`src/rtl/popcount_pkg.sv`:
```
// Shared types and helpers for the streaming popcount engine.
package popcount_pkg;

    localparam logic ZERO_MODE = 1'b1;

    typedef enum logic [1:0] {
        ACCUM,
        DRAIN,
        HOLD
    } state_t;

    function automatic int cnt_w(input int dataW);
        return $clog2(dataW + 1);
    endfunction

endpackage

```
`src/rtl/popcount_tree.sv`:
```
// Balanced binary adder tree counting the set bits of one word, with a registered result and valid.
module popcount_tree
    import popcount_pkg::*;
#(
    parameter int DATA_W = 8,
    parameter int CW     = cnt_w(DATA_W)
) (
    input  logic              clk,
    input  logic              rst_n,
    input  logic              valid_i,
    input  logic [DATA_W-1:0] data_i,
    output logic              valid_o,
    output logic [CW-1:0]     count_o
);

    localparam int LVL = $clog2(DATA_W);
    localparam int N2  = 1 << LVL;

    logic          valid_q;
    logic [CW-1:0] count_q;

    // Leaves are padded to a power of two; every level adds pairs and grows by one bit.
    for (genvar k = 0; k <= LVL; k++) begin : g_lvl
        logic [k:0] sum [N2 >> k];
        if (k == 0) begin : g_leaf
            for (genvar i = 0; i < N2; i++) begin : g_bit
                if (i < DATA_W) begin : g_in
                    assign sum[i] = data_i[i];
                end else begin : g_pad
                    assign sum[i] = 1'b0;
                end
            end
        end else begin : g_add
            for (genvar i = 0; i < (N2 >> k); i++) begin : g_node
                assign sum[i] = {1'b0, g_lvl[k-1].sum[2*i]} + {1'b0, g_lvl[k-1].sum[2*i+1]};
            end
        end
    end

    always_ff @(posedge clk or negedge rst_n) begin
        if (!rst_n) begin
            valid_q <= 1'b0;
            count_q <= '0;
        end else begin
            valid_q <= valid_i;
            count_q <= g_lvl[LVL].sum[0][CW-1:0];
        end
    end

    assign valid_o = valid_q;
    assign count_o = count_q;

endmodule

```
`src/rtl/popcount_stream_accum.sv`:
```
// Streaming popcount: per-word counts from the tree are summed over a frame and held until taken.
module popcount_stream_accum
    import popcount_pkg::*;
#(
    parameter int DATA_W = 8,
    parameter int ACC_W  = 16
) (
    input  logic              clk,
    input  logic              rst_n,
    input  logic              mode_zero_i,
    input  logic              in_valid_i,
    output logic              in_ready_o,
    input  logic [DATA_W-1:0] in_data_i,
    input  logic              in_last_i,
    output logic              out_valid_o,
    input  logic              out_ready_i,
    output logic [ACC_W-1:0]  out_count_o,
    output logic              out_sat_o
);

    localparam int               CW      = cnt_w(DATA_W);
    localparam logic [ACC_W:0]   ACC_MAX = {1'b0, {ACC_W{1'b1}}};

    state_t             state_q;
    logic               inReady_q;
    logic               outValid_q;
    logic               drainCnt_q;
    logic [ACC_W-1:0]   acc_q;
    logic [ACC_W-1:0]   acc_d;
    logic               sat_q;
    logic               sat_d;

    logic               accept;
    logic               frameDone;
    logic [DATA_W-1:0]  treeData;
    logic               treeValid;
    logic [CW-1:0]      treeCount;
    logic [ACC_W:0]     accSum;

    assign accept    = in_valid_i & inReady_q;
    assign frameDone = outValid_q & out_ready_i;
    assign treeData  = (mode_zero_i == ZERO_MODE) ? ~in_data_i : in_data_i;

    popcount_tree #(
        .DATA_W (DATA_W)
    ) u_tree (
        .clk     (clk),
        .rst_n   (rst_n),
        .valid_i (accept),
        .data_i  (treeData),
        .valid_o (treeValid),
        .count_o (treeCount)
    );

    // One extra bit of headroom lets the overflow test happen before clamping.
    assign accSum = {1'b0, acc_q} + (ACC_W+1)'(treeCount);

    always_comb begin
        acc_d = acc_q;
        sat_d = sat_q;
        if (frameDone) begin
            acc_d = '0;
            sat_d = 1'b0;
        end else if (treeValid) begin
            if (accSum > ACC_MAX) begin
                acc_d = ACC_MAX[ACC_W-1:0];
                sat_d = 1'b1;
            end else begin
                acc_d = accSum[ACC_W-1:0];
            end
        end
    end

    always_ff @(posedge clk or negedge rst_n) begin
        if (!rst_n) begin
            acc_q <= '0;
            sat_q <= 1'b0;
        end else begin
            acc_q <= acc_d;
            sat_q <= sat_d;
        end
    end

    // DRAIN covers the tree register and the accumulator update of the last word.
    always_ff @(posedge clk or negedge rst_n) begin
        if (!rst_n) begin
            state_q    <= ACCUM;
            inReady_q  <= 1'b1;
            outValid_q <= 1'b0;
            drainCnt_q <= 1'b0;
        end else begin
            case (state_q)
                ACCUM: begin
                    if (accept && in_last_i) begin
                        state_q    <= DRAIN;
                        inReady_q  <= 1'b0;
                        drainCnt_q <= 1'b0;
                    end
                end
                DRAIN: begin
                    if (drainCnt_q) begin
                        state_q    <= HOLD;
                        outValid_q <= 1'b1;
                    end else begin
                        drainCnt_q <= 1'b1;
                    end
                end
                HOLD: begin
                    if (out_ready_i) begin
                        state_q    <= ACCUM;
                        outValid_q <= 1'b0;
                        inReady_q  <= 1'b1;
                    end
                end
                default: begin
                    state_q    <= ACCUM;
                    inReady_q  <= 1'b1;
                    outValid_q <= 1'b0;
                    drainCnt_q <= 1'b0;
                end
            endcase
        end
    end

    assign in_ready_o  = inReady_q;
    assign out_valid_o = outValid_q;
    assign out_count_o = acc_q;
    assign out_sat_o   = sat_q;

endmodule

```
`config.mk`:
```
export PLATFORM = sky130hd
export DESIGN_NAME = popcount_stream_accum
export DESIGN_NICKNAME = d
export VERILOG_FILES = /design/src/rtl/popcount_pkg.sv /design/src/rtl/popcount_tree.sv /design/src/rtl/popcount_stream_accum.sv
export SDC_FILE = /design/constraint.sdc
export NUM_CORES = 1
export LEC_CHECK = 0
export BUFFER_PORTS_ARGS = -buffer_cell sky130_fd_sc_hd__buf_2
export CORE_ASPECT_RATIO = 1.75
export CORE_MARGIN = 2
export CORE_UTILIZATION = 54
export CTS_CLUSTER_DIAMETER = 30
export CTS_CLUSTER_SIZE = 25
export DETAILED_ROUTE_END_ITERATION = 10
export PLACE_DENSITY = 0.79
export SLEW_MARGIN = 20
export SYNTH_ARGS = -nofsm -noshare
export SYNTH_HDL_FRONTEND = slang
export SYNTH_SLANG_ARGS = --single-unit
```
`constraint.sdc`:
```
create_clock -name clk -period 2.2 [get_ports clk]
set_clock_uncertainty 0.15 [all_clocks]
set_input_delay 0.33 -clock clk [delete_from_list [all_inputs] [get_ports clk]]
set_output_delay 0.33 -clock clk [all_outputs]
set_load 0.02 [all_outputs]
```
### Word-level counts from Yosys, hierarchy flattened

Cells that the tools add are included.

* word-level logic and storage cells: 55
* flip-flop bits (word level): 27
* output and inout port bits: 19
* bits of input ports: 14

* equality and inequality tests: 5
* mux-type cells: 18
* bitwise gates (word level): 6
* order comparisons: 1
* add/sub/neg operators: 8
* reductions and logical operators: 9

Operator list (number)
* 16-bit 2-to-1 mux: 3
* 16-bit by 4-bit adder with 17-bit output: 1
* 17-bit by 16-bit greater-than comparator with 1-bit output, second input constant: 1
* 1-bit one-hot mux with 3 select lines: 3
* 3-bit AND reduction: 3
* 1-bit by 1-bit adder with 2-bit output: 4
* 8-bit 2-to-1 mux: 1
* 8-bit NOT: 1
* 1-bit 2-to-1 mux: 7
* 2-bit by 2-bit adder with 3-bit output: 2
* 2-bit 2-to-1 mux: 3
* 2-bit != test, second input constant: 3
* 2-bit one-hot mux with 3 select lines: 1
* 3-bit by 3-bit adder with 4-bit output: 1
* 2-bit AND reduction: 2
* 2-bit nonzero test: 2
* 1-bit NOT: 3
* 1-bit bitwise AND: 2
* 2-bit by 1-bit equality test with 1-bit output, second input constant: 1
* 2-bit equality test, second input constant: 1
* 2-bit logical NOT: 1
* 1-bit logical AND: 1

### Longest topological paths before layout

Gate-level depths: netlist of the first run.

* depth after elaboration: 5
* gate-level depth with buffers: 8
* mapped depth without buffers: 7

### By module

From an unflattened synthesis of the first run, not the netlist that was laid out.

* cells, all modules: 181
* area, all modules: 1721.7 um^2

By module, submodules not included
* popcount_stream_accum: seq. area each 551.8 um^2, area each 1406.3 um^2, times used 1, cells an instance 152
* popcount_tree: seq. area each 125.1 um^2, area each 315.3 um^2, times used 1, cells an instance 29

### Worst setup path after synthesis of the first run

No wires, ideal clock.

* path kind: input port to flip-flop
* start point: in mode_zero_i
* end point: reg u_tree.count_q[2] (netlist: u_tree.count_o[2])
* arrival: 3.084 ns
* cell stages on the path: 8
* path slack: -1.157 ns
* setup time: 0.122 ns
* cells stage by stage: clkbuf_1 > xor2_1 > fa_1 > fa_1 > fa_1 > ha_1 > fa_1 > xor2_1

RTL lines
* from (decl): RTL line popcount_stream_accum.sv:10 `input logic mode_zero_i,`
* to (signal assigned): RTL line popcount_tree.sv:46 `count_q <= g_lvl[LVL].sum[0][CW-1:0];`
* to (decl): RTL line popcount_tree.sv:20 `logic [CW-1:0] count_q;`

==> impl_metrics.ini, run 1 <==
[pwr]
p_clk_frac = 0.246
switching_share = 0.2923
cellLeakagePower_nw = 0.9502
pwr_density_cell_nw_per_um2 = 547.6
p_sw_mw = 0.3288
power_mw = 1.125
p_comb_frac = 0.249
peakVddDrop_mv = 0.5669
seqPwrFrac = 0.505
internal-power_mw = 0.7963

[placement]
place_ws_ns = -0.8588
gp_congestion = 0.8570
dpl.hpwl_um = 2683
io_buffers = 32
dpl_cell_area_um2 = 1873

[logic_synthesis]
seq_area_frac_synth = 0.4102
syn-cell-area_um2 = 1650
synthCells = 164
ys.warnings.count = 0
synth_seq_cells = 27
synth_flop_cell = dfrtp_1
async_reset_ff_frac = 1.000
synthDistinctLibCells = 40
synthesis.nets = 190
avgSynthCellArea_um2 = 10.06
synth_edf_count = 0

[critical_path]
crit_top_cell = fa_1
cp_slowest_cell = fa_1
cp-end-kind = flip-flop
slowest_delay_ns = 0.55
cp_max_fo = 2
arrival_ns = 2.69
crit_chain = buf_6, xor2_2, fa_1, fa_1, fa_1, ha_2, fa_2
critical_path_class = in -> reg
crit_required_ns = 2.19
critPathLaunchType = input pin

[run_status]
status = finished with violations
violations = negative setup slack

[final_layout]
syn2layout_area_growth_pct = 24.49
design_area_um2 = 2054
layout_common_cells = 31 x buf_2, 26 x dfrtp_1, 14 x a21oi_1, 11 x nand2_1, 10 x o21ai_0
layout_commonest_cell = buf_2
nNetsFinal = 234
diodes = 0
drive_gt1_frac = 0.3237

[floorplanning]
dieHeight_um = 77.13
coreArea_um2 = 2928
die_width_um = 45.79
start_util = 0.5637
fp.dieArea_um2 = 3532
io_pins = 33
num_rows = 26

[global_routing]
grt_pass1_wl_um = 6341
grt_overflow_total = 0
grt_max_degree = 28
grt_pass1_vias = 1497
grtUsageTotal = 0.2387
antenna_found_initial = 0

[sta]
setup_viol_count_final = 4
max_freq_mhz = 370.9
maxSlewViolCount = 0
fin_crit_ns = 2.696
min_period_over_period = 1.225
hold_viol_final = 0
slew_headroom = 0.6014
layout_setup_ws_ns = -0.4960
rsz0062_at_grt = yes
tightestPinTransition_ns = 0.5979

[clocking]
htree_levels = 1
insertion_delay_ns = 0.26
cts_made_buffers = 3
cts.path.max_buffers = 2
cts_tree = yes
clk_pin_slew_worst_paths_ns = 0.09
cts_num_sinks = 27
cts_root_buffer = clkbuf_8

[detailed_routing]
remaining_drc_errors = 0
drt_first_pass_iters = 4
viasPerCell = 6.149
ant_nets = 0
vias = 1445
drtIter0Drc = 42
wl_per_cell_um = 16.17
wirelength_um = 3800

[flow_run]
drv_cap = 0

[hold_path]
hold_path_class = in -> reg
[through the flow]
stage	util	hold slack [ns]	setup TNS, ns	instances
floorplan	-	-0.1156	-2.420	164
global placement	0.6397	0.2104	-2.617	223
detailed placement	0.6397	0.2193	-2.923	223
CTS	0.6906	0.1799	-1.491	233
global route	0.7017	0.1707	-1.745	235
finish	0.7017	0.1780	-1.450	235
[repair_timing]
item | in CTS | in global routing
pin swaps | 2 | 3
setup buffers | 3 | 2
gates resized for setup | 9 | 4
hold endpoints to repair | 26 | 0
cloned | 2 | 0
endpoints found under the setup margin | 15 | 19
hold buffers | 1 | 0
[sequential cells by signal, indices dropped and copies added, names as in the netlist]
name / cells
in_ready_o: 1
state_q: 2
drainCnt_q: 1
out_sat_o: 1
out_count_o: 16
u_tree.valid_o: 1
out_valid_o: 1
u_tree.count_o: 4
[cell type report]
type / count / area (um2)
multi-input cells: 126 / 1008
fillers: 212 / 873.3
flip-flops and latches: 27 / 676.9
repair buffers: 44 / 266.5
clock buffers: 4 / 45.04
well taps: 28 / 35.03
inverters: 6 / 22.52
[cells by family after synthesis]
logic type / count (synthesis) / synth area share
simple gates: 61 / 0.2290
compound gates: 39 / 0.1433
flops: 27 / 0.4102
buf+inv: 12 / 0.03184
fa+ha+maj: 12 / 0.1137
xor+xnor: 10 / 0.05307
mux: 3 / 0.01895
[path summary, 6_finish.rpt]
check / from / to / slack, ns / cells after the start
worst max-delay path: in_data_i[3] / u_tree.count_o[1] / -0.50 / 7
worst min-delay path: in_valid_i / u_tree.valid_o / 0.18 / 2
worst max register to register: out_count_o[0] / out_count_o[12] / 0.04 / 9
worst min register to register: out_sat_o / out_sat_o / 0.38 / 2
max in group asynchronous: rst_n / out_count_o[7] / 1.06 / 2
min in group asynchronous: rst_n / out_count_o[12] / 0.45 / 2
[critical path, delay by kind of cell]
family,cells,cell delay (ns)
xor+xnor,1,0.17
fa+ha+maj,5,2.10
buf+inv,1,0.10
[power groups by stage]
stage	combinational, mW	sequential (mW)	clock (mW)
after CTS	0.282	0.566	0.279
after global placement	0.240	0.573	0
after global routing	0.320	0.572	0.312
after detailed placement	0.268	0.576	0
final	0.281	0.568	0.277
after floorplan	0.188	0.566	0
[cell usage after synthesis, types with 5 or more instances]
cell type	n	share of area
ha_1	7	0.053
nor2_1	6	0.014
nand2_1	11	0.025
o21ai_0	10	0.030
a21oi_1	14	0.042
dfrtp_1	26	0.39
nor3_1	8	0.024
xor2_1	10	0.053
inv_1	6	0.014
a31oi_1	6	0.023
nand3_1	7	0.021
fa_1	5	0.061
[metal layers]
layer | share of wire | GRT usage
met1 | 0.36 | 0.2566
met2 | 0.58 | 0.4394
met3 | 0.035 | 0.01412
met4 | 0.029 | 0.1086
met5 | 0 | 0
Power figures use the tool's default switching activity.
==> run 2: changes to the inputs <==
--- a/config.mk
+++ b/config.mk
@@ -5,15 +5,15 @@
 export SDC_FILE = /design/constraint.sdc
 export NUM_CORES = 1
 export LEC_CHECK = 0
+export ABC_AREA = 1
 export BUFFER_PORTS_ARGS = -buffer_cell sky130_fd_sc_hd__buf_2
 export CORE_ASPECT_RATIO = 1.75
 export CORE_MARGIN = 2
-export CORE_UTILIZATION = 54
+export CORE_UTILIZATION = 56
 export CTS_CLUSTER_DIAMETER = 30
 export CTS_CLUSTER_SIZE = 25
 export DETAILED_ROUTE_END_ITERATION = 10
-export PLACE_DENSITY = 0.79
-export SLEW_MARGIN = 20
+export PLACE_DENSITY = 0.8
 export SYNTH_ARGS = -nofsm -noshare
 export SYNTH_HDL_FRONTEND = slang
 export SYNTH_SLANG_ARGS = --single-unit
==> impl_metrics.ini, run 2 <==
[detailed_routing]
viasPerCell = 5.256
wl_per_cell_um = 13.45
wirelength_um = 4249
vias = 1661
remaining_drc_errors = 0
ant_nets = 0
drtIter0Drc = 36
drt_first_pass_iters = 4

[final_layout]
layout_commonest_cell = nand2_1
layout_common_cells = 71 x nand2_1, 35 x nand3_1, 30 x buf_2, 28 x inv_1, 26 x dfrtp_1
nNetsFinal = 300
fin_util = 0.6986
largest_reg_flops = 16
drive_gt1_frac = 0.2454
diodes = 0
syn2layout_area_growth_pct = 18.91

[placement]
dpl.hpwl_um = 3233
gp_congestion = 0.8845
io_buffers = 32

[clocking]
cts.path.max_buffers = 2
insertion_delay_ns = 0.28
cts_root_buffer = clkbuf_8
cts_made_buffers = 3
clk_pin_slew_worst_paths_ns = 0.10
cts_num_sinks = 27
htree_levels = 1
cts_tree = yes

[pwr]
pwr_density_cell_nw_per_um2 = 806.4
power_mw = 1.789
cellLeakagePower_nw = 1.252
peakVddDrop_mv = 0.6189

[logic_synthesis]
avgSynthCellArea_um2 = 7.905
yosysTopAreaCellShare = 0.3488
syn-cell-area_um2 = 1866
async_reset_ff_frac = 1.000
synth_commonest_cells = 71 x nand2_1, 35 x nand3_1, 28 x inv_1, 26 x dfrtp_1
synth_edf_count = 0
synth_flop_cell = dfrtp_1
synth.area.top_cells = dfrtp_1 35%, nand2_1 14%, nand3_1 9.4%
synthCells = 236
synthesis.nets = 262
synth_top_area_cell = dfrtp_1
synth_seq_cells = 27
seq_area_frac_synth = 0.3628
ys.warnings.count = 0
synth.most_common_cell = nand2_1
synthDistinctLibCells = 28

[floorplanning]
io_pins = 33
start_util = 0.5875
dieHeight_um = 80.36
coreArea_um2 = 3176
fp.dieArea_um2 = 3827
num_rows = 27
die_width_um = 47.63

[critical_path]
critical_path_class = in -> reg
crit_start = in_data_i[3]
arrival_ns = 2.78
timing.rr.end = out_count_o[11]
reg2reg_from = out_count_o[0]
cp-end-kind = flip-flop
ff2ff_path_depth = 11
regToRegSetupSlack_ns = 0.15
critPathLaunchType = input pin
crit_required_ns = 2.21
cp_max_fo = 2

[sta]
setup_viol_count_final = 4
min_period_over_period = 1.257
fin_crit_ns = 2.764
layout_setup_ws_ns = -0.5645
slew_headroom = 0.5955
rsz0062_at_grt = yes
hold_viol_final = 0
maxSlewViolCount = 0
max_freq_mhz = 361.7
tightestPinTransition_ns = 0.6067

[global_routing]
grt_pass1_vias = 1739
grt_pass1_wl_um = 7327
antenna_found_initial = 0
grt_overflow_total = 0
grtUsageTotal = 0.2652
grt_max_degree = 28

[hold_path]
hold_start = in_valid_i
hold_path_class = in -> reg
holdPathEnd = u_tree.valid_o
hold_path_depth = 3

[flow_run]
drv_cap = 0

[run_status]
status = finished with violations
violations = negative setup slack
-- run 2: worst max-delay path, stage by stage --
cell and delay (ns):
buf_8 0.10, xor2_4 0.17, fa_1 0.49, fa_1 0.52, fa_2 0.47, ha_4 0.19
fa_2 0.35, xor2_1 0.15
-- run 2: worst max-delay path by stage --
stage	endpoint	slack (ns)
global placement	u_tree.count_o[2]	-0.81
finish	u_tree.count_o[2]	-0.56
global route	u_tree.count_o[2]	-0.59
floorplan	u_tree.count_o[2]	-0.75
detailed placement	u_tree.count_o[2]	-0.90
CTS	u_tree.count_o[2]	-0.59
-- run 2: where the power goes --
part / switching [mW] / total, mW / internal [mW]
Clock: 0.167 / 0.294 / 0.127
Combinational: 0.492 / 0.797 / 0.305
Sequential: 0.0829 / 0.698 / 0.615
Total: 0.742 / 1.79 / 1.05
-- run 2: cell type report --
cell class / instances / area (um2)
clock buffers: 3 / 41.29
clock inverters: 1 / 5.005
fillers: 277 / 957.2
inverters: 28 / 105.1
multi-input cells: 177 / 1104
flip-flops and latches: 27 / 676.9
well taps: 43 / 53.80
repair buffers: 37 / 232.7
-- run 2: logic make-up after synthesis --
group,count (synthesis),synth area share
adder cells (fa/ha/maj),12,0.1006
AND/OR/NAND/NOR,147,0.3924
XOR/XNOR,10,0.04695
AO/OA/AOI/OAI,8,0.02817
flip-flops,27,0.3628
buffers and inverters,32,0.06908
-- run 2: stage by stage --
stage          cell area, um2  cells  worst slack (ns)  hold slack (ns)  setup TNS, ns
2_1_floorplan            1901    236           -0.7495          -0.1156         -2.279
3_3_place_gp             2118    311           -0.8067           0.2224         -2.526
3_5_place_dp             2118    311           -0.9048           0.2279         -2.875
4_1_cts                  2197    316           -0.5855           0.1450         -1.515
5_1_grt                  2218    316           -0.5930           0.1609         -1.545
6_report                 2218    316           -0.5645           0.1373         -1.448
-- run 2: layer usage --
| layer | routed length [um] | GRT usage |
|---|---|---|
| met1 | 1612 | 0.2884 |
| met2 | 2472 | 0.4946 |
| met3 | 85 | 0.02697 |
| met4 | 79 | 0.08919 |
| met5 | 0 | 0 |
-- run 2: what timing repair did --
action / CTS / global route
resized for setup: 5 / 4
endpoints found under the setup margin: 4 / 4
pin swaps: 1 / 1
hold endpoints to repair: 26 / 0
gates cloned: 0 / 0
hold buffers: 1 / 0
setup buffers: 0 / 0
